`src/rtl/noc_tg_pkg.sv`:
```
// Shared definitions for the NoC traffic master.
// Holds the FSM state type, payload field offsets and the default destination list.
// No ports.
package noc_tg_pkg;

    typedef enum logic [1:0] {
        StIdle = 2'd0,
        StSend = 2'd1,
        StWait = 2'd2,
        StDone = 2'd3
    } tg_state_e;

    // Sequence number sits at the bottom of the payload.
    localparam int unsigned SEQ_LSB = 0;

    // Destination id field sits directly above the sequence field.
    function automatic int unsigned dest_lsb(input int unsigned cntw);
        return SEQ_LSB + cntw;
    endfunction

    // Four PEs, entry i is destination id i+1.
    localparam logic [15:0] DEFAULT_DEST_LIST = 16'h4321;

endpackage

```
`src/rtl/noc_tg_checker.sv`:
```
// Response side of the traffic master: classifies returning beats by tdest, keeps
// saturating good/bad counters, folds good payloads into an XOR signature and runs
// the idle timeout counter used while waiting for outstanding responses.
// Ports:
//   clk_i, rst_ni      clock, asynchronous active-low reset
//   clr_i              clear all state at the start of a run
//   en_i               rx beats are consumed only while high (SEND or WAIT)
//   wait_clr_i         clear the timeout counter on entry to WAIT
//   in_wait_i          FSM is in WAIT; timeout counter advances
//   rx_valid_i/data_i/dest_i  response beat from the router
//   recv_count_o, err_count_o, signature_o  registered results
//   recv_next_o        recv count including the beat of the current cycle
//   tmo_expire_o       idle limit reached this cycle
module noc_tg_checker
    import noc_tg_pkg::*;
#(
    parameter int unsigned      DATAW          = 128,
    parameter int unsigned      DESTW          = 4,
    parameter int unsigned      CNTW           = 16,
    parameter logic [DESTW-1:0] OWN_ADDR       = '0,
    parameter int unsigned      TIMEOUT_CYCLES = 1024
) (
    input  logic             clk_i,
    input  logic             rst_ni,
    input  logic             clr_i,
    input  logic             en_i,
    input  logic             wait_clr_i,
    input  logic             in_wait_i,
    input  logic             rx_valid_i,
    input  logic [DATAW-1:0] rx_data_i,
    input  logic [DESTW-1:0] rx_dest_i,
    output logic [CNTW-1:0]  recv_count_o,
    output logic [CNTW-1:0]  err_count_o,
    output logic [DATAW-1:0] signature_o,
    output logic [CNTW-1:0]  recv_next_o,
    output logic             tmo_expire_o
);

    localparam int unsigned     TMOW    = $clog2(TIMEOUT_CYCLES + 1);
    localparam logic [TMOW-1:0] TmoLast = TMOW'(TIMEOUT_CYCLES - 1);
    localparam logic [CNTW-1:0] CntMax  = '1;

    logic [CNTW-1:0]  recv_d, recv_q;
    logic [CNTW-1:0]  err_d, err_q;
    logic [DATAW-1:0] sig_d, sig_q;
    logic [TMOW-1:0]  tmo_d, tmo_q;
    logic             beat, good;

    assign beat = en_i & rx_valid_i;
    assign good = (rx_dest_i == OWN_ADDR);

    always_comb begin
        recv_d = recv_q;
        err_d  = err_q;
        sig_d  = sig_q;
        tmo_d  = tmo_q;
        if (clr_i) begin
            recv_d = '0;
            err_d  = '0;
            sig_d  = '0;
            tmo_d  = '0;
        end else begin
            if (beat) begin
                if (good) begin
                    if (recv_q != CntMax) recv_d = recv_q + 1'b1;
                    sig_d = sig_q ^ rx_data_i;
                end else if (err_q != CntMax) begin
                    err_d = err_q + 1'b1;
                end
            end
            // Any beat, good or bad, counts as activity and restarts the idle window.
            if (wait_clr_i || beat) begin
                tmo_d = '0;
            end else if (in_wait_i && (tmo_q != TmoLast)) begin
                tmo_d = tmo_q + 1'b1;
            end
        end
    end

    always_ff @(posedge clk_i or negedge rst_ni) begin
        if (!rst_ni) begin
            recv_q <= '0;
            err_q  <= '0;
            sig_q  <= '0;
            tmo_q  <= '0;
        end else begin
            recv_q <= recv_d;
            err_q  <= err_d;
            sig_q  <= sig_d;
            tmo_q  <= tmo_d;
        end
    end

    assign recv_count_o = recv_q;
    assign err_count_o  = err_q;
    assign signature_o  = sig_q;
    assign recv_next_o  = recv_d;
    assign tmo_expire_o = in_wait_i & ~beat & (tmo_q == TmoLast);

endmodule

```
`src/rtl/noc_traffic_master.sv`:
```
// Synthetic-benchmark traffic master on NoC local port 0. A start pulse injects
// NUM_PACKETS packets to every destination in DEST_LIST round-robin, then waits for
// the responses (or an idle timeout) and reports done.
// Ports:
//   clk, rst_n                      clock, asynchronous active-low reset
//   start                           single-cycle run request (IDLE/DONE only)
//   axis_tx_tvalid/tready/tdata/tdest   packets toward router 0
//   axis_rx_tvalid/tdata/tdest      responses from router 0 (always accepted)
//   busy, done, timeout             run status
//   sent_count, recv_count, err_count, signature  run results
module noc_traffic_master
    import noc_tg_pkg::*;
#(
    parameter int unsigned                 DATAW          = 128,
    parameter int unsigned                 DESTW          = 4,
    parameter int unsigned                 NUM_DEST       = 4,
    parameter logic [NUM_DEST*DESTW-1:0]   DEST_LIST      = DEFAULT_DEST_LIST,
    parameter int unsigned                 NUM_PACKETS    = 1,
    parameter logic [DESTW-1:0]            OWN_ADDR       = '0,
    parameter int unsigned                 CNTW           = 16,
    parameter int unsigned                 TIMEOUT_CYCLES = 1024
) (
    input  logic             clk,
    input  logic             rst_n,
    input  logic             start,
    output logic             axis_tx_tvalid,
    input  logic             axis_tx_tready,
    output logic [DATAW-1:0] axis_tx_tdata,
    output logic [DESTW-1:0] axis_tx_tdest,
    input  logic             axis_rx_tvalid,
    input  logic [DATAW-1:0] axis_rx_tdata,
    input  logic [DESTW-1:0] axis_rx_tdest,
    output logic             busy,
    output logic             done,
    output logic             timeout,
    output logic [CNTW-1:0]  sent_count,
    output logic [CNTW-1:0]  recv_count,
    output logic [CNTW-1:0]  err_count,
    output logic [DATAW-1:0] signature
);

    localparam int unsigned     TOTAL    = NUM_DEST * NUM_PACKETS;
    localparam logic [CNTW-1:0] TotalCnt = CNTW'(TOTAL);
    localparam logic [CNTW-1:0] LastCnt  = CNTW'(TOTAL - 1);
    localparam int unsigned     DEST_LSB = dest_lsb(CNTW);
    localparam int unsigned     FILL_LSB = DEST_LSB + DESTW;
    localparam int unsigned     REP      = DATAW / CNTW + 1;
    localparam int unsigned     IDXW     = (NUM_DEST > 1) ? $clog2(NUM_DEST) : 1;
    localparam logic [IDXW-1:0] IdxLast  = IDXW'(NUM_DEST - 1);

    tg_state_e        state_q;
    logic [CNTW-1:0]  seq_q, sent_q;
    logic [IDXW-1:0]  idx_q, idx_nxt;
    logic             tvalid_q, timeout_q;
    logic [DATAW-1:0] tdata_q;
    logic [DESTW-1:0] tdest_q;

    logic             hs, last_hs, run_clr, recv_done, tmo_expire;
    logic [CNTW-1:0]  recv_next;

    function automatic logic [DESTW-1:0] dest_of(input logic [IDXW-1:0] idx);
        return DEST_LIST[idx*DESTW +: DESTW];
    endfunction

    // Upper payload bits carry the sequence number repeated from bit 0 upward.
    function automatic logic [DATAW-1:0] build_payload(input logic [CNTW-1:0]  seq,
                                                       input logic [DESTW-1:0] dest);
        logic [REP*CNTW-1:0] rep;
        logic [DATAW-1:0]    p;
        rep = {REP{seq}};
        p   = DATAW'(rep << FILL_LSB);
        p[SEQ_LSB +: CNTW]   = seq;
        p[DEST_LSB +: DESTW] = dest;
        return p;
    endfunction

    // tvalid is held high for the whole of SEND, so tready alone marks a handshake.
    assign hs        = (state_q == StSend) & axis_tx_tready;
    assign last_hs   = hs & (sent_q == LastCnt);
    assign idx_nxt   = (idx_q == IdxLast) ? '0 : idx_q + 1'b1;
    assign run_clr   = start & ((state_q == StIdle) | (state_q == StDone));
    assign recv_done = (recv_next >= TotalCnt);

    always_ff @(posedge clk or negedge rst_n) begin
        if (!rst_n) begin
            state_q   <= StIdle;
            seq_q     <= '0;
            sent_q    <= '0;
            idx_q     <= '0;
            tvalid_q  <= 1'b0;
            tdata_q   <= '0;
            tdest_q   <= '0;
            timeout_q <= 1'b0;
        end else begin
            unique case (state_q)
                StIdle, StDone: begin
                    if (start) begin
                        state_q   <= StSend;
                        seq_q     <= '0;
                        sent_q    <= '0;
                        idx_q     <= '0;
                        timeout_q <= 1'b0;
                        tvalid_q  <= 1'b1;
                        tdata_q   <= build_payload('0, dest_of('0));
                        tdest_q   <= dest_of('0);
                    end
                end
                StSend: begin
                    if (hs) begin
                        sent_q <= sent_q + 1'b1;
                        seq_q  <= seq_q + 1'b1;
                        idx_q  <= idx_nxt;
                        if (last_hs) begin
                            tvalid_q <= 1'b0;
                            state_q  <= recv_done ? StDone : StWait;
                        end else begin
                            tdata_q <= build_payload(seq_q + 1'b1, dest_of(idx_nxt));
                            tdest_q <= dest_of(idx_nxt);
                        end
                    end
                end
                StWait: begin
                    if (recv_done) begin
                        state_q <= StDone;
                    end else if (tmo_expire) begin
                        timeout_q <= 1'b1;
                        state_q   <= StDone;
                    end
                end
                default: state_q <= StIdle;
            endcase
        end
    end

    noc_tg_checker #(
        .DATAW          (DATAW),
        .DESTW          (DESTW),
        .CNTW           (CNTW),
        .OWN_ADDR       (OWN_ADDR),
        .TIMEOUT_CYCLES (TIMEOUT_CYCLES)
    ) u_checker (
        .clk_i        (clk),
        .rst_ni       (rst_n),
        .clr_i        (run_clr),
        .en_i         (busy),
        .wait_clr_i   (last_hs & ~recv_done),
        .in_wait_i    (state_q == StWait),
        .rx_valid_i   (axis_rx_tvalid),
        .rx_data_i    (axis_rx_tdata),
        .rx_dest_i    (axis_rx_tdest),
        .recv_count_o (recv_count),
        .err_count_o  (err_count),
        .signature_o  (signature),
        .recv_next_o  (recv_next),
        .tmo_expire_o (tmo_expire)
    );

    assign busy           = (state_q == StSend) | (state_q == StWait);
    assign done           = (state_q == StDone);
    assign timeout        = timeout_q;
    assign sent_count     = sent_q;
    assign axis_tx_tvalid = tvalid_q;
    assign axis_tx_tdata  = tdata_q;
    assign axis_tx_tdest  = tdest_q;

endmodule

```
`config.mk`:
```
export PLATFORM = sky130hd
export DESIGN_NAME = noc_traffic_master
export DESIGN_NICKNAME = d
export VERILOG_FILES = /design/src/rtl/noc_tg_pkg.sv /design/src/rtl/noc_tg_checker.sv /design/src/rtl/noc_traffic_master.sv
export SDC_FILE = /design/constraint.sdc
export NUM_CORES = 1
export LEC_CHECK = 0
export CAP_MARGIN = 0
export CORE_AREA = 2 2 174 176
export CTS_CLUSTER_DIAMETER = 100
export DETAILED_ROUTE_END_ITERATION = 7
export DIE_AREA = 0 0 176 178
export GPL_TIMING_DRIVEN = 1
export PLACE_DENSITY = 0.76
export SKIP_CTS_REPAIR_TIMING = 1
export SYNTH_ARGS = -nofsm -noshare
export SYNTH_HDL_FRONTEND = slang
export SYNTH_SLANG_ARGS = --single-unit
```
`constraint.sdc`:
```
create_clock -name clk -period 7.6 [get_ports clk]
set_input_delay 1.9 -clock clk [delete_from_list [all_inputs] [get_ports clk]]
set_output_delay 1.9 -clock clk [all_outputs]
set_load 0.02 [all_outputs]
```
After elaboration in Yosys (flattened, before gate mapping)
Cells that the tools add are included.
{ "word_totals": {"ff_bits": 341, "elab_cells": 113} }
{ "op_classes": {"n_addsub": 6, "magnitude_cmp": 1, "eq_ne": 17, "shift": 1, "n_mux": 46, "bitwise": 12, "reduce_logical": 18} }
{ "ops": {"columns": ["operator", "count"], "rows": [
  ["$mux W128", 6],
  ["$pmux W128 S2", 1],
  ["$mux W16", 11],
  ["$xor A128 B128 Y128", 1],
  ["$add A16 B1 Y16 const B", 4],
  ["$pmux W16 S2", 2],
  ["$mux W11", 3],
  ["$ne A16 B16 Y1 const B", 2],
  ["$eq A16 B2 Y1 const B", 1],
  ["$ge A16 B3 Y1 const B", 1],
  ["$mux W2", 8],
  ["$reduce_and A4 Y1", 4],
  ["$shiftx A16 B5 Y4 const A", 1],
  ["$ne A2 B2 Y1 const B", 7],
  ["$mux W4", 3],
  ["$add A11 B1 Y11 const B", 1],
  ["$eq A11 B10 Y1 const B", 1],
  ["$ne A11 B10 Y1 const B", 1],
  ["$reduce_bool A2 Y1", 5],
  ["$pmux W4 S2", 1],
  ["$and A1 B1 Y1", 7],
  ["$mux W1", 7],
  ["$eq A2 B2 Y1 const B", 3],
  ["$pmux W2 S3", 1],
  ["15 further kinds", 19]
]} }

Depth between registers and ports, before layout
Gate-level depths: netlist of the first run.
{ "logic_depth": {"depth_word": 11, "depth_mapped": 12, "mapped_depth_nobuf": 9} }

Modules after synthesis
Synthesis of the first run repeated with hierarchy kept, for this count alone.
{ "unflattened": {"cells_unflattened": 1262, "area_unflattened_um2": 11965.2} }
{ "modules_own_cells": {"columns": ["mod", "instances", "cells_per_inst", "area_per_inst_um2"], "rows": [
  ["noc_tg_checker", 1, 834, 8160.3],
  ["noc_traffic_master", 1, 428, 3804.9]
]} }

Least setup slack after synthesis of the first run
No wires, ideal clock.
{ "synth_timing": {"kind": "input-to-reg", "startpoint": "input port axis_rx_tdest[1]", "endpoint": "register u_checker.tmo_q[6]", "setup_time_ns": 0.138, "arrival_ns": 4.015, "t_required_ns": 7.462, "path_slack_ns": 3.447, "cell_stages": 10, "cell_sequence": "nor4_4 -> and4_1 -> buf_6 -> nand4_1 -> o211a_1 -> or4b_1 -> buf_2 -> nor3_4 -> buf_6 -> nor4_1"} }
{ "synth_via": {"elab_chain_len": 10, "elab_cells_between_ends": 11} }
{ "synth_rtl": {"columns": ["item", "line_no", "rtl"], "rows": [
  ["from (decl)", "noc_traffic_master.sv:32", "input logic [DESTW-1:0] axis_rx_tdest,"],
  ["$logic_not A4 Y1 *", "noc_tg_checker.sv:50", "assign good = (rx_dest_i == OWN_ADDR);"],
  ["$mux W16 *", "noc_tg_checker.sv:64", "if (good) begin"],
  ["$mux W16 *", "noc_tg_checker.sv:63", "if (beat) begin"],
  ["$mux W16 *", "noc_tg_checker.sv:57", "if (clr_i) begin"],
  ["via recv_next[13]", "noc_traffic_master.sv:59", "logic [CNTW-1:0] recv_next;"],
  ["$ge A16 B3 Y1 *", "noc_traffic_master.sv:82", "assign recv_done = (recv_next >= TotalCnt);"],
  ["$not A1 Y1 *", "noc_traffic_master.sv:146", ".wait_clr_i (last_hs & ~recv_done),"],
  ["$and A1 B1 Y1 *", "noc_traffic_master.sv:146", null],
  ["$logic_or A1 B1 Y1 *", "noc_tg_checker.sv:72", "if (wait_clr_i || beat) begin"],
  ["$mux W11", "noc_tg_checker.sv:72", null],
  ["$mux W11", "noc_tg_checker.sv:57", null],
  ["to (signal assigned)", "noc_tg_checker.sv:90", "tmo_q <= tmo_d;"],
  ["to (decl)", "noc_tg_checker.sv:46", "logic [TMOW-1:0] tmo_d, tmo_q;"]
]} }
Mark *: on every way through the listed nets, which the timed path passes. The rest lies on a longest branch.
A chain may end at the register's enable or synchronous reset.

Worst setup path in the final report of the first run
{ "layout_timing": {"startpoint": "input port axis_rx_tdest[1]", "endpoint": "register u_checker.tmo_q[5]"} }
Same word-level chain as after synthesis.

==> flow_metrics.tcl, run 1 <==
set metrics [dict create \
    final_max_slew_viol_count 0 \
    crit_chain "clkdlybuf4s50_1 -> nor4_4 -> and4_1 -> nand4_1 -> o211a_1 -> or4b_1 -> nor3_4 -> nor4_1" \
    end_kind "register" \
    required_ns 7.99 \
    fin_ws_ns 3.04 \
    min_path_cells 2 \
    clock_latency_ns 0.52 \
    wirelength_mm 34.0 \
    crit_path_top_delay_cell "or4b_1" \
    reg2reg_from "state_q[0]" \
    use_met3 0.0642 \
    worstPathMaxFanout 11 \
    ys_seq_elements 228 \
    synth_top_cells_by_area "dfrtp_1, xor2_1, buf_4, nand2_1, nor2_1" \
    path_clk_slew_ns 0.06 \
    gp_congestion 0.847 \
    htreeDepth 1 \
    fin_crit_sh 0.600 \
    ff_latch_area_um2 5710 \
    top_usage_layer "met2" \
    min_from "seq_q[8]" \
    grt_pass1_wl_mm 50.6 \
    io_buffers 446 \
    drc_errors 0 \
    yosysTopAreaCellShare 0.489 \
    yosys_warnings 0 \
    fin_crit_ns 4.56 \
    critPathMaxStageDelay_ns 0.69 \
    finalHoldViolations 0 \
    yosysTopAreaCell "dfrtp_1" \
    fin_worst_skew_ns 0.0105 \
    synth_cells 1251 \
    die_y_um 178 \
    hold_class "reg -> reg" \
    worst_ir_drop_vdd_mv 0.179 \
    wl_per_cell_um 17.3 \
    drtPass1Iterations 5 \
    grtUsageMet2 0.378 \
    netlist_area_um2 11700 \
    syn_to_final_growth_pct 41.1 \
    fp-row-count 63 \
    yosysSeqAreaShare 0.489 \
    via_per_inst 4.90 \
    utilization 0.560 \
    ios 449 \
    setup_tns_ns 0 \
    power.density_nw_per_um2 261 \
    drive_gt1_frac 0.0373 \
    worstRegToRegCells 9 \
    multiInputGateArea_um2 4850 \
    maxCapViolCount 0 \
    nets 1710 \
    die_w_um 176 \
    tightest_slew_ns 0.970 \
    ys_types 55 \
    syn_area_per_cell_um2 9.33 \
    antenna_cells 0 \
    cts_tree "yes" \
    grt_use_total 0.206 \
    worstPathArrival_ns 4.95 \
    regToRegSetupSlack_ns 4.04 \
    die_area_um2 31300 \
    r2r_end "u_checker.tmo_q[5]" \
    status "completed" \
    fmax_ghz 0.219 \
    grt_max_degree 141 \
    slew_headroom 0.353 \
    startpoint_type "input port" \
    async_reset_ff_frac 1.00 \
    postRouteAntennaNets 0 \
    grt_overflow 0 \
    synth_edf_count 0 \
    grt_setup_unrepaired "no" \
    clock_path_buffers 3 \
    dp_slack_ns 2.55 \
    n_fill_cell 2528 \
    synth-main-ff-cell "dfrtp_1" \
    vias 9650 \
    first_global_vias 9261 \
    drt_iter0_markers 526 \
    cts_made_buffers 26 \
    hold_end "seq_q[8]" \
    cts_root_buffer "clkbuf_16" \
    grt_antenna_before_repair 1 \
    met1_usage 0.220 \
    core_area_um2 29400 \
    clock-sinks 228 \
    start_util 0.397 \
    hpwl_mm 25.0 \
    worstSetupPathType "in -> reg" \
    p_leak_nw 7.03 \
    setup_viol 0 \
]
-- how the worst max path moves through the flow --
stage                      from            endpoint  slack (ns)  cells after the start
2_1_floorplan  axis_rx_tdest[1]  u_checker.tmo_q[6]        3.45                     10
3_3_place_gp              start  u_checker.tmo_q[5]        2.59                      7
3_5_place_dp   axis_rx_tdest[1]  u_checker.tmo_q[5]        2.55                      8
4_1_cts        axis_rx_tdest[1]  u_checker.tmo_q[8]        3.11                      8
5_1_grt        axis_rx_tdest[1]  u_checker.tmo_q[5]        2.92                      9
6_report       axis_rx_tdest[1]  u_checker.tmo_q[5]        3.04                      8
-- cells in the final DEF, fill, tap and decap left out, types with 3 or more instances in the layout --
master | netlist | final
a22o_1 | 6 | 6
clkbuf_1 | 48 | 5
nand3_1 | 23 | 23
nand2b_1 | 5 | 5
a31oi_1 | 6 | 6
nor3_1 | 28 | 28
or3_1 | 3 | 3
and4_1 | 8 | 8
buf_4 | 113 | 7
ha_1 | 10 | 10
o31ai_1 | 7 | 7
a21oi_1 | 12 | 12
nand4_1 | 20 | 20
a221oi_1 | 3 | 3
o31a_1 | 4 | 4
clkbuf_16 | 0 | 27
dfrtp_1 | 228 | 228
nor4_1 | 10 | 10
xnor2_1 | 27 | 27
nor2_1 | 195 | 194
nor2b_1 | 3 | 3
a211oi_1 | 3 | 3
clkdlybuf4s50_1 | 0 | 445
mux2i_1 | 8 | 8
nand2_1 | 216 | 216
xor2_1 | 158 | 158
clkbuf_8 | 0 | 4
o21ai_0 | 37 | 37
inv_1 | 10 | 10
and2_1 | 6 | 5
and3_1 | 14 | 14
clkinv_2 | 0 | 5
-- critical path: cells and delay by family --
family / cells / cell delay [ns]
simple gates: 6 / 2.33
buf+inv: 1 / 0.45
compound gates: 1 / 0.26
-- per-layer routing --
layer,wire length (um),part of all wire
met1,12000,0.35
met2,17500,0.51
met3,3110,0.091
met4,1420,0.042
met5,11,0.00032
-- cells in the mapped netlist, drive strengths merged, types with 2 or more instances --
library cell / instances
a211oi: 3
a21o: 2
a21oi: 12
a221oi: 3
a22o: 6
a311o: 2
a311oi: 2
a31oi: 6
a41oi: 2
and2: 6
and3: 14
and4: 9
buf: 123
clkbuf: 48
dfrtp: 228
ha: 10
inv: 10
mux2i: 8
nand2: 216
nand2b: 5
nand3: 23
nand4: 20
nor2: 195
nor2b: 3
nor3: 29
nor4: 11
o211a: 2
o21ai: 37
o31a: 4
o31ai: 7
or2: 2
or3: 3
or4: 2
xnor2: 27
xor2: 158
-- area by class of cell --
class / instances / share of cell area
Clock inverter: 9 / 0.00615
Clock buffer: 36 / 0.0455
Inverter: 10 / 0.00228
Tap cell: 390 / 0.0296
Timing Repair Buffer: 454 / 0.276
Multi-Input combinational cell: 843 / 0.294
Sequential cell: 228 / 0.346
-- power by group --
group | internal [mW] | switching (mW)
combinational | 0.598 | 0.950
sequential | 1.36 | 0.141
clock | 0.753 | 0.504
-- registers in the layout (all words and copies together) (netlist names) --
name	flops
axis_tx_tvalid	1
state_q	2
seq_q	16
axis_tx_tdata	19
sent_count	16
u_checker.recv_count_o	16
idx_q	2
u_checker.signature_o	128
timeout	1
u_checker.err_count_o	16
u_checker.tmo_q	11
-- metrics by stage --
stage                     cell area, um^2  std cells  power (mW)  hold WS (ns)
after floorplan                     11700       1252        2.44         0.450
after global placement              15600       1925        3.05         0.469
after detailed placement            15600       1925        3.08         0.492
after CTS                           16500       1970        4.35         0.512
after global routing                16500       1970        4.51         0.544
final                               16500       1970        4.30         0.509
-- cells by family after synthesis --
kind of cell / synth area share
flops: 0.489
simple gates: 0.203
other cells: 0.000321
compound gates: 0.0536
buf+inv: 0.0968
xor+xnor: 0.139
fa+ha+maj: 0.0107
mux: 0.00783
Note: power is estimated with default switching activity, not from simulation.
==> run 2, diff against run 1 <==
- CORE_AREA: 2 2 174 176 -> default
- CORE_MARGIN: default -> 2
- CORE_UTILIZATION: default -> 40
- DIE_AREA: 0 0 176 178 -> default
- PLACE_DENSITY: 0.76 -> 0.79
- clock period: 7.6 -> 3.8 ns (I/O delays scaled with it)
==> flow_metrics.tcl, run 2 (synthesis gave the netlist of run 1 again) <==
set metrics [dict create \
    syn_to_final_growth_pct 42.8 \
    end_kind "register" \
    grt_antenna_before_repair 2 \
    clock-sinks 228 \
    drc_errors 0 \
    drt_iter0_markers 578 \
    fin_ws_ns 0.566 \
    cts_tree "yes" \
    hpwl_mm 24.6 \
    io_buffers 446 \
    cts_root_buffer "clkbuf_16" \
    status "completed" \
    power.density_nw_per_um2 532 \
    die_area_um2 30600 \
    crit_chain "inv_1 -> ha_1 -> nor2b_1 -> and4_1 -> buf_4 -> a311o_1 -> a221oi_1 -> or4b_1 -> nor3_4 -> buf_12 -> nor3_1" \
    startpoint_type "register" \
    crit_path_top_delay_cell "or4b_1" \
    vias 9716 \
    postRouteAntennaNets 0 \
    worstSetupPathType "reg -> reg" \
    wirelength_mm 33.6 \
    fin_worst_skew_ns 0.00860 \
    combPwrFrac 0.355 \
    setup_tns_ns 0 \
    fin_crit_ns 3.23 \
    via_per_inst 4.91 \
    core_area_um2 28700 \
    path_clk_slew_ns 0.06 \
    path_buf_inv 3 \
    cp.depth 11 \
    fp-row-count 62 \
    power_frac_seq 0.338 \
    htreeDepth 1 \
    drtPass1Iterations 5 \
    largest_reg_flops 128 \
    grt_setup_unrepaired "no" \
    worstPathMaxFanout 12 \
    final_common_cell "clkdlybuf4s50_1" \
    maxCapViolCount 0 \
    dp_slack_ns 0.0976 \
    power.switching_mw 3.25 \
    worstRegToRegCells 11 \
    p_clk_frac 0.307 \
    clock_latency_ns 0.53 \
    grt_pass1_wl_mm 52.5 \
    required_ns 4.19 \
    placed_cells 1929 \
    ios 449 \
    worstSetupEndpoint "u_checker.tmo_q[4]" \
    critPathMaxStageDelay_ns 0.60 \
    worstPathArrival_ns 3.63 \
    regToRegSetupSlack_ns 0.57 \
    final_max_slew_viol_count 0 \
    grt_overflow 0 \
    fin_cells 1978 \
    swShare 0.367 \
    nets 1720 \
    fmax_ghz 0.309 \
    drive_gt1_frac 0.0483 \
    p_leak_nw 7.12 \
    hold_class "in -> async" \
    grt_max_degree 129 \
    reg2reg_from "state_q[0]" \
    cts_made_buffers 26 \
    die_y_um 175 \
    tightest_slew_ns 0.968 \
    grt_use_total 0.214 \
    clock_path_buffers 3 \
    start_util 0.407 \
    die_w_um 175 \
    p_int_mw 5.61 \
    setup_viol 0 \
    r2r_end "u_checker.tmo_q[4]" \
    layout_common_cells "clkdlybuf4s50_1, dfrtp_1, nand2_1" \
    critPathTopFamily "simple AND/OR/NAND/NOR gates" \
    wl_per_cell_um 17.0 \
    n_fill_cell 2417 \
    finalHoldViolations 0 \
    fin_crit_sh 0.851 \
    slew_headroom 0.355 \
    gp_congestion 0.886 \
    startpoint "state_q[0]" \
    worst_ir_drop_vdd_mv 0.369 \
    first_global_vias 9682 \
]
run 2: cell count changes in the layout (fill, tap and decap cells not counted), sizes merged:
cell      change
buf          +10
clkinvlp      +3
bufinv        +3
clkbuf        -8
clkinv        +5
diode         +1
run 2: layout make-up:
class	instances	area [um^2]	share of cell area
flip-flops and latches	228	5710	0.342
clock inverters	20	243	0.0146
clock buffers	28	689	0.0414
multi-input cells	843	4850	0.291
repair buffers	464	4650	0.279
diodes	1	2.50	0.000150
inverters	10	37.5	0.00225
well taps	384	480	0.0288
run 2: how the worst min path moves through the flow:
stage | start | to | depth (start not counted)
3_5_place_dp | seq_q[8] | seq_q[8] | 2
4_1_cts | rst_n | u_checker.signature_o[60] | 1
5_1_grt | rst_n | u_checker.signature_o[60] | 1
6_report | rst_n | u_checker.signature_o[13] | 1
3_3_place_gp | seq_q[8] | seq_q[8] | 2
2_1_floorplan | seq_q[8] | seq_q[8] | 2
run 2: per-stage QoR:
step	power, mW	cell area (um^2)	hold slack (ns)	util
floorplan	4.88	11700	0.450	-
global placement	6.14	15700	0.466	0.548
detailed placement	6.21	15700	0.483	0.548
CTS	8.96	16700	0.462	0.580
global route	9.33	16700	0.489	0.581
finish	8.86	16700	0.442	0.581
run 2: power by group through the flow:
stage	Sequential (mW)	Combinational, mW	Clock [mW]
detailed placement	3.04	3.17	0
finish	3.00	3.14	2.72
global route	3.04	3.40	2.88
floorplan	3.29	1.59	0
global placement	3.02	3.12	0
CTS	3.00	3.18	2.78
run 2: per-layer routing:
metal / part of all wire / global-route usage
met1: 0.38 / 0.246
met2: 0.49 / 0.371
met3: 0.084 / 0.0624
met4: 0.046 / 0.0931
met5: 0.00039 / 0
